==> config.mk <==
export PLATFORM = sky130hd
export DESIGN_NAME = uart_rx
export DESIGN_NICKNAME = d
export VERILOG_FILES = /design/src/rtl/uart_rx.sv
export SDC_FILE = /design/constraint.sdc
export NUM_CORES = 1
export LEC_CHECK = 0
export ABC_CLOCK_PERIOD_IN_PS = 2700
export BUFFER_PORTS_ARGS = -buffer_cell sky130_fd_sc_hd__buf_2
export CAP_MARGIN = 10
export CORE_UTILIZATION = 35
export CTS_BUF_LIST = sky130_fd_sc_hd__clkbuf_8
export DETAILED_ROUTE_END_ITERATION = 12
export MAX_ROUTING_LAYER = met4
export PLACE_DENSITY = 0.62
export RECOVER_POWER = 100
export SLEW_MARGIN = 20
export SYNTH_ARGS = -nofsm -noshare
export SYNTH_HDL_FRONTEND = slang
export SYNTH_SLANG_ARGS = --single-unit
==> constraint.sdc <==
create_clock -name clk -period 2.7 [get_ports clk]
set_input_delay 0.54 -clock clk [delete_from_list [all_inputs] [get_ports clk]]
set_output_delay 0.54 -clock clk [all_outputs]
set_load 0.005 [all_outputs]
==> src/rtl/uart_rx.sv <==
// uart_rx: 8N1 UART receiver sampling mid-bit at T = FREQ/BAUDRATE clocks per bit.
// Define UART_RX_PARITY_EN to add an even-parity bit and the parity_err output.
module uart_rx #(
  parameter int BAUDRATE = 115200,
  parameter int FREQ     = 50_000_000
) (
  input  logic       clk,
  input  logic       rst,
  input  logic       rx,
  output logic [7:0] rdata,
  output logic       rvalid,
  output logic       frame_err,
`ifdef UART_RX_PARITY_EN
  output logic       parity_err,
`endif
  output logic       busy
);
  localparam int T = FREQ / BAUDRATE;
`ifdef UART_RX_PARITY_EN
  typedef enum logic [2:0] {IDLE, START, DATA, PARITY, STOP} state_t;
`else
  typedef enum logic [2:0] {IDLE, START, DATA, STOP} state_t;
`endif
  state_t      r_state, w_next;
  logic        r_rx_m, r_rx_s, r_rx_d;
  logic [31:0] r_cnt;
  logic [3:0]  r_bit_cnt;
  logic [7:0]  r_shift, r_rdata;
  logic        r_rvalid, r_frame_err;
  logic        w_mid, w_end, w_stop_done;
  assign w_mid       = r_cnt == 32'(T / 2 - 1);
  assign w_end       = r_cnt == 32'(T - 1);
  assign w_stop_done = r_state == STOP && w_end;
  always_ff @(posedge clk or posedge rst)
    if (rst) {r_rx_m, r_rx_s, r_rx_d} <= 3'b111;
    else {r_rx_m, r_rx_s, r_rx_d} <= {rx, r_rx_m, r_rx_s};
  always_ff @(posedge clk or posedge rst)
    if (rst) r_state <= IDLE;
    else r_state <= w_next;
  always_comb begin
    w_next = r_state;
    case (r_state)
      IDLE:   w_next = (r_rx_d && !r_rx_s) ? START : IDLE;
      START:  w_next = w_mid ? (r_rx_s ? IDLE : DATA) : START;
`ifdef UART_RX_PARITY_EN
      DATA:   w_next = (w_end && r_bit_cnt == 4'd7) ? PARITY : DATA;
      PARITY: w_next = w_end ? STOP : PARITY;
`else
      DATA:   w_next = (w_end && r_bit_cnt == 4'd7) ? STOP : DATA;
`endif
      STOP:   w_next = w_end ? IDLE : STOP;
      default: w_next = IDLE;
    endcase
  end
  always_ff @(posedge clk or posedge rst)
    if (rst) begin
      r_cnt       <= '0;
      r_bit_cnt   <= '0;
      r_shift     <= '0;
      r_rdata     <= '0;
      r_rvalid    <= 1'b0;
      r_frame_err <= 1'b0;
    end else begin
      r_cnt    <= (r_state == IDLE || r_state != w_next || w_end) ? '0 : r_cnt + 32'd1;
      r_rvalid <= w_stop_done;
      if (r_state == IDLE) r_bit_cnt <= '0;
      else if (r_state == DATA && w_end) r_bit_cnt <= r_bit_cnt + 4'd1;
      if (r_state == DATA && w_end) r_shift <= {r_rx_s, r_shift[7:1]};
      if (w_stop_done) begin
        r_rdata     <= r_shift;
        r_frame_err <= ~r_rx_s;
      end
    end
`ifdef UART_RX_PARITY_EN
  logic r_par, r_parity_err;
  // Even parity: the eight data bits plus the parity bit must hold an even number of ones.
  always_ff @(posedge clk or posedge rst)
    if (rst) begin
      r_par        <= 1'b0;
      r_parity_err <= 1'b0;
    end else begin
      if (r_state == PARITY && w_end) r_par <= r_rx_s;
      if (w_stop_done) r_parity_err <= ^{r_shift, r_par};
    end
`endif
  always_comb begin
    busy      = r_state != IDLE;
    rdata     = r_rdata;
    rvalid    = r_rvalid;
    frame_err = r_frame_err;
`ifdef UART_RX_PARITY_EN
    parity_err = r_parity_err;
`endif
  end
endmodule

# Word-level counts from Yosys, hierarchy flattened
# Cells that the tools add are included.
# Widths: inputs -> output; s select.
op_classes:
  add_sub_neg: 2
  eq_ne: 7
  mux: 9
  n_bitwise: 1
  reduce_logical: 10
op_table:
  columns: ["operator", "count"]
  rows:
  - ["$add 32x1->32 const B", 1]
  - ["$eq 32x8->1 const B", 1]
  - ["$eq 32x9->1 const B", 1]
  - ["$mux 32", 1]
  - ["$mux 4", 2]
  - ["$pmux 2 s4", 1]
  - ["$eq 3x2->1 const B", 2]
  - ["$mux 2", 3]
  - ["$add 4x1->4 const B", 1]
  - ["$eq 4x3->1 const B", 1]
  - ["$logic_and 1x1->1", 4]
  - ["$eq 3x1->1 const B", 1]
  - ["$logic_not 3->1", 1]
  - ["$ne 3x3->1", 1]
  - ["$reduce_bool 3->1", 1]
  - ["$logic_or 1x1->1", 2]
  - ["$mux 1", 2]
  - ["$reduce_bool 2->1", 1]
  - ["$logic_not 1->1", 1]
  - ["$not 1->1", 1]
word_totals:
  ff_bits: 60
  out_inout_bits: 11
  word_cells: 39

# Longest topological paths before layout
depth:
  depth_word: 8
  depth_mapped: 8
  depth_no_buf: 7

# Worst setup path after synthesis
# No wires, ideal clock.
synth_timing:
  kind: "reg-to-reg"
  startpoint: "register r_cnt[27]"
  endpoint: "register r_shift[0]"
  setup_time_ns: 0.125
  t_arrival_ns: 1.827
  path_slack_ns: 0.748
  stages_incl_launch_ff: 6
  n_path_buf: 1
  period_less_slack_ns: 1.952
  path_cell_list: "dfrtp_1 > nor4_2 > nand4_2 > nor4_4 > buf_6 > mux2_4"
synth_via:
  elab_chain_len: 2
synth_rtl:
  columns: ["element", "line_no", "text"]
  rows:
  - ["start, declared", "26", "logic [31:0] r_cnt;"]
  - ["start signal, assigned", "64", "r_cnt <= (r_state == IDLE || r_state != w_next || w_end) ? '0 : r_cnt + 32'd1;"]
  - ["$eq 32x9->1", "32", "assign w_end = r_cnt == 32'(T - 1);"]
  - ["$logic_and 1x1->1", "68", "if (r_state == DATA && w_end) r_shift <= {r_rx_s, r_shift[7:1]};"]
  - ["end signal, assigned", "68", null]
  - ["end, declared", "28", "logic [7:0] r_shift, r_rdata;"]
# Every way passes these cells.
# A chain may end at the register's enable or synchronous reset.

# Final worst setup path
layout_timing:
  startpoint: "register r_cnt[10]"
  endpoint: "register r_shift[3]"
# The elaborated chain is that of the path after synthesis.

==> flow_summary.rst <==
.. list-table::
   :header-rows: 1

   * - Metric
     - Value
   * - Most frequent cells in the layout
     - 56 x sky130_fd_sc_hd__dfrtp_1, 37 x sky130_fd_sc_hd__nor2_1, 22 x sky130_fd_sc_hd__xor2_1
   * - Antenna-violating nets left
     - 0
   * - Data required time of the worst path
     - 2910 ps
   * - Vias post-DR
     - 1,846
   * - Total number of H-tree levels
     - 3
   * - Total DRC errors in the routed layout
     - 0
   * - Die area
     - 8476 um2
   * - Worst clock skew
     - between 6 and 7 ps
   * - Final cycle utilization of the critical path
     - 85.88%
   * - Number of input and output port buffers inserted
     - 13
   * - Post-synth top area share
     - 49.36%
   * - Number of nets produced by synthesis
     - 264
   * - Clk_lat worst skew
     - about 330 ps
   * - Count of distinct cell types in the synthesized netlist
     - 39
   * - Clock tree root driver cell
     - sky130_fd_sc_hd__clkbuf_8
   * - Count of pins over their slew limit
     - 0
   * - Post-cts repair resize count
     - 0
   * - Non-Filler Cell Area, Final
     - 3198 um2
   * - Ports placed on the boundary
     - 14
   * - Status
     - finished clean
   * - Effective utilization at floorplan
     - around 37%
   * - Crit Path Class
     - reg2reg
   * - DP HPWL
     - 3239 um
   * - Setup TNS
     - 0 ps
   * - Area of the placeable core
     - around 7800 um2
   * - Number of hold-repair buffers added at the cts stage
     - 0
   * - Count of endpoints failing hold in the final timing report
     - 0
   * - Die boundary width
     - 92.07 um
   * - Met1 Use GR
     - 17.41%
   * - Cell chain of the critical path
     - nor4_1 -> nand4_1 -> nor4_4 -> buf_4 -> mux2_1
   * - WP data arrival
     - 2530 ps
   * - Maximum number of pins on one net before global-route repair
     - 39
   * - Static leakage
     - ~0.0015 uW
   * - Detailed-route wire length per cell
     - 12.84 um
   * - Critical Path Fanout Max
     - 10
   * - Number of flops mapped to enable cells by yosys
     - 0
   * - Flip-flop and latch count after synthesis
     - 59
   * - Mean Syn Cell Area
     - 11.05 um2
   * - Sequential area share after synthesis
     - approximately 52%
   * - Cell type contributing the most total cell area after synthesis
     - sky130_fd_sc_hd__dfrtp_1
   * - Post-detailed-route via-to-cell ratio
     - 4.807
   * - Most common library cell in the layout ignoring fill and taps
     - sky130_fd_sc_hd__dfrtp_1
   * - Minimum clock period after layout
     - 2319 ps
   * - First-pass GRT wire length
     - 8763 um
   * - Pwr Total
     - 2067 uW
   * - Slew at the pin closest to its max-slew limit
     - 934.6 ps
   * - Cell area after placement
     - between 3000 and 4000 um2
   * - Tightest slew margin relative to the limit
     - a little under two fifths
   * - Worst path top cell family by delay
     - simple AND/OR/NAND/NOR gates
   * - Hold Slack
     - around 300 ps
   * - Final Setup Violations
     - 0
   * - Clock Pin Slew Worst Setup and Hold Paths
     - 70 ps
   * - IR drop worst, VDD
     - 0.0002373 V
   * - Cell with the largest stage delay on the worst path
     - sky130_fd_sc_hd__nor4_4
   * - Met3 track demand over resource in global routing
     - 2.322%
   * - Routability congestion estimate from global placement
     - 0.7892
   * - Fraction of registers with async set or reset after synthesis
     - 100.0%
   * - Buffer and inverter count on the worst path
     - 1
   * - Category of the worst setup path launch point
     - flop
   * - Fin cells
     - 384
   * - Synth warn
     - 0
   * - First drt pass iteration count
     - 4
   * - Unrepaired setup endpoints after global routing
     - false
   * - Clock tree from TritonCTS
     - built
   * - DRT Wirelength
     - slightly below 5000 um
   * - Layer with the highest usage after global routing
     - met2
   * - Max capacitance violation total
     - 0
   * - Worst hold-check path type
     - in2reg
   * - Kind of end point of the critical path
     - flop
   * - Cell count after synthesis
     - 257
   * - Cell Count Post-Placement
     - around 370
   * - Pwr/cell area
     - around 650 nW/um2
   * - Number of global-route vias before repair
     - 1,864
   * - Number of antenna violations at the first check in global routing
     - 0
   * - Most used DFF post-synth
     - sky130_fd_sc_hd__dfrtp_1
   * - Post-synth design cell area
     - ~2800 um2
   * - Number of antenna cells inserted
     - 0
   * - Total overflow reported by the global router
     - 0
   * - Die H
     - 92.07 um
   * - Core Rows
     - 32
   * - GR Util All Layers
     - 13.45%
   * - Clock tree sinks
     - ~60
   * - Max stage delay on crit path
     - 510 ps
   * - Achievable clock frequency
     - ~430 MHz
   * - Layout net count
     - 284
   * - Cell types occupying the most area after synthesis
     - sky130_fd_sc_hd__dfrtp_1 49%, sky130_fd_sc_hd__xor2_1 6.8%, sky130_fd_sc_hd__nor2_1 4.9%
   * - Share of final-layout standard cells stronger than drive strength 1
     - 18.09%
   * - Met2 track demand over resource in global routing
     - 19.84%
   * - Post-CTS setup buffers
     - 0
   * - Signed area change from the synthesized netlist to the final layout
     - 12.65%
   * - CTS max path bufs
     - 2
   * - Number of CTS-inserted buffers
     - 9
   * - Initial DRC count
     - 50
## worst paths after layout
path / from / endpoint / slack, ps / cells after the start
max: r_cnt[10]$_DFF_PP0_ / r_shift[3]$_DFFE_PP0P_ / 380 / 5
min: rx / r_rx_m$_DFF_PP1_ / 300 / 1
max reg2reg: r_cnt[10]$_DFF_PP0_ / r_shift[3]$_DFFE_PP0P_ / 380 / 5
min reg2reg: r_rx_m$_DFF_PP1_ / r_rx_s$_DFF_PP1_ / 360 / 0
max in group asynchronous: rst / r_bit_cnt[3]$_DFFE_PP0P_ / 940 / 3
min in group asynchronous: rst / rdata[6]$_DFFE_PP0P_ / 350 / 2
## stage by stage
stage          utilization, %  setup WS, ps
6_report                41.17         381.3
5_1_grt                 41.17         174.7
4_1_cts                 41.82         501.2
3_5_place_dp            38.89         510.2
3_3_place_gp            38.89         545.7
2_1_floorplan               -         708.6
## cells by family after synthesis
| group | synth area share (%) |
|---|---|
| adder cells (fa/ha/maj) | 1.763 |
| XOR/XNOR | 9.564 |
| multiplexers | 7.713 |
| buffers and inverters | 3.614 |
| AND/OR/NAND/NOR | 22.12 |
| flip-flops | 52.14 |
| AO/OA/AOI/OAI | 3.085 |
## where the power goes
group | switching, uW | internal, uW | leakage, uW
Clock | 342 | 565 | 0.000117
Sequential | 53.2 | 925 | 0.000803
Combinational | 116 | 64.7 | 0.000554
## metal layers
layer	part of all wire, %	up-vias
met5	0	-
li1	-	931
met4	2.8	0
met1	51	881
met3	2.4	11
met2	44	23
## flip-flops by register name, indices dropped and copies added (netlist names)
register and count:
r_shift 8, r_rx_d 1, r_rx_m 1, rdata 8
r_cnt 32, r_state 2, frame_err 1, rvalid 1
r_bit_cnt 4, r_rx_s 1
## cell type report
class | count | area [um2]
flip-flops and latches | 59 | 1480
multi-input cells | 179 | 1226
fillers | 749 | 4569
clock buffers | 11 | 151.4
clock inverters | 5 | 76.32
well taps | 102 | 127.6
repair buffers | 19 | 102.6
inverters | 9 | 33.78
## Yosys cell counts, drive strengths merged, types with 2 or more instances
library cell   n
a21oi          3
and3           3
and4           4
buf            5
clkbuf         5
dfrtp         56
dfstp          3
ha             4
inv            9
mux2          16
mux2i          2
nand2         20
nand3         14
nand4         13
nor2          37
nor3           6
nor4          11
nor4b          2
o21ai          2
o21bai         2
xnor2          9
xor2          22
(Power assumes the default switching activity.)
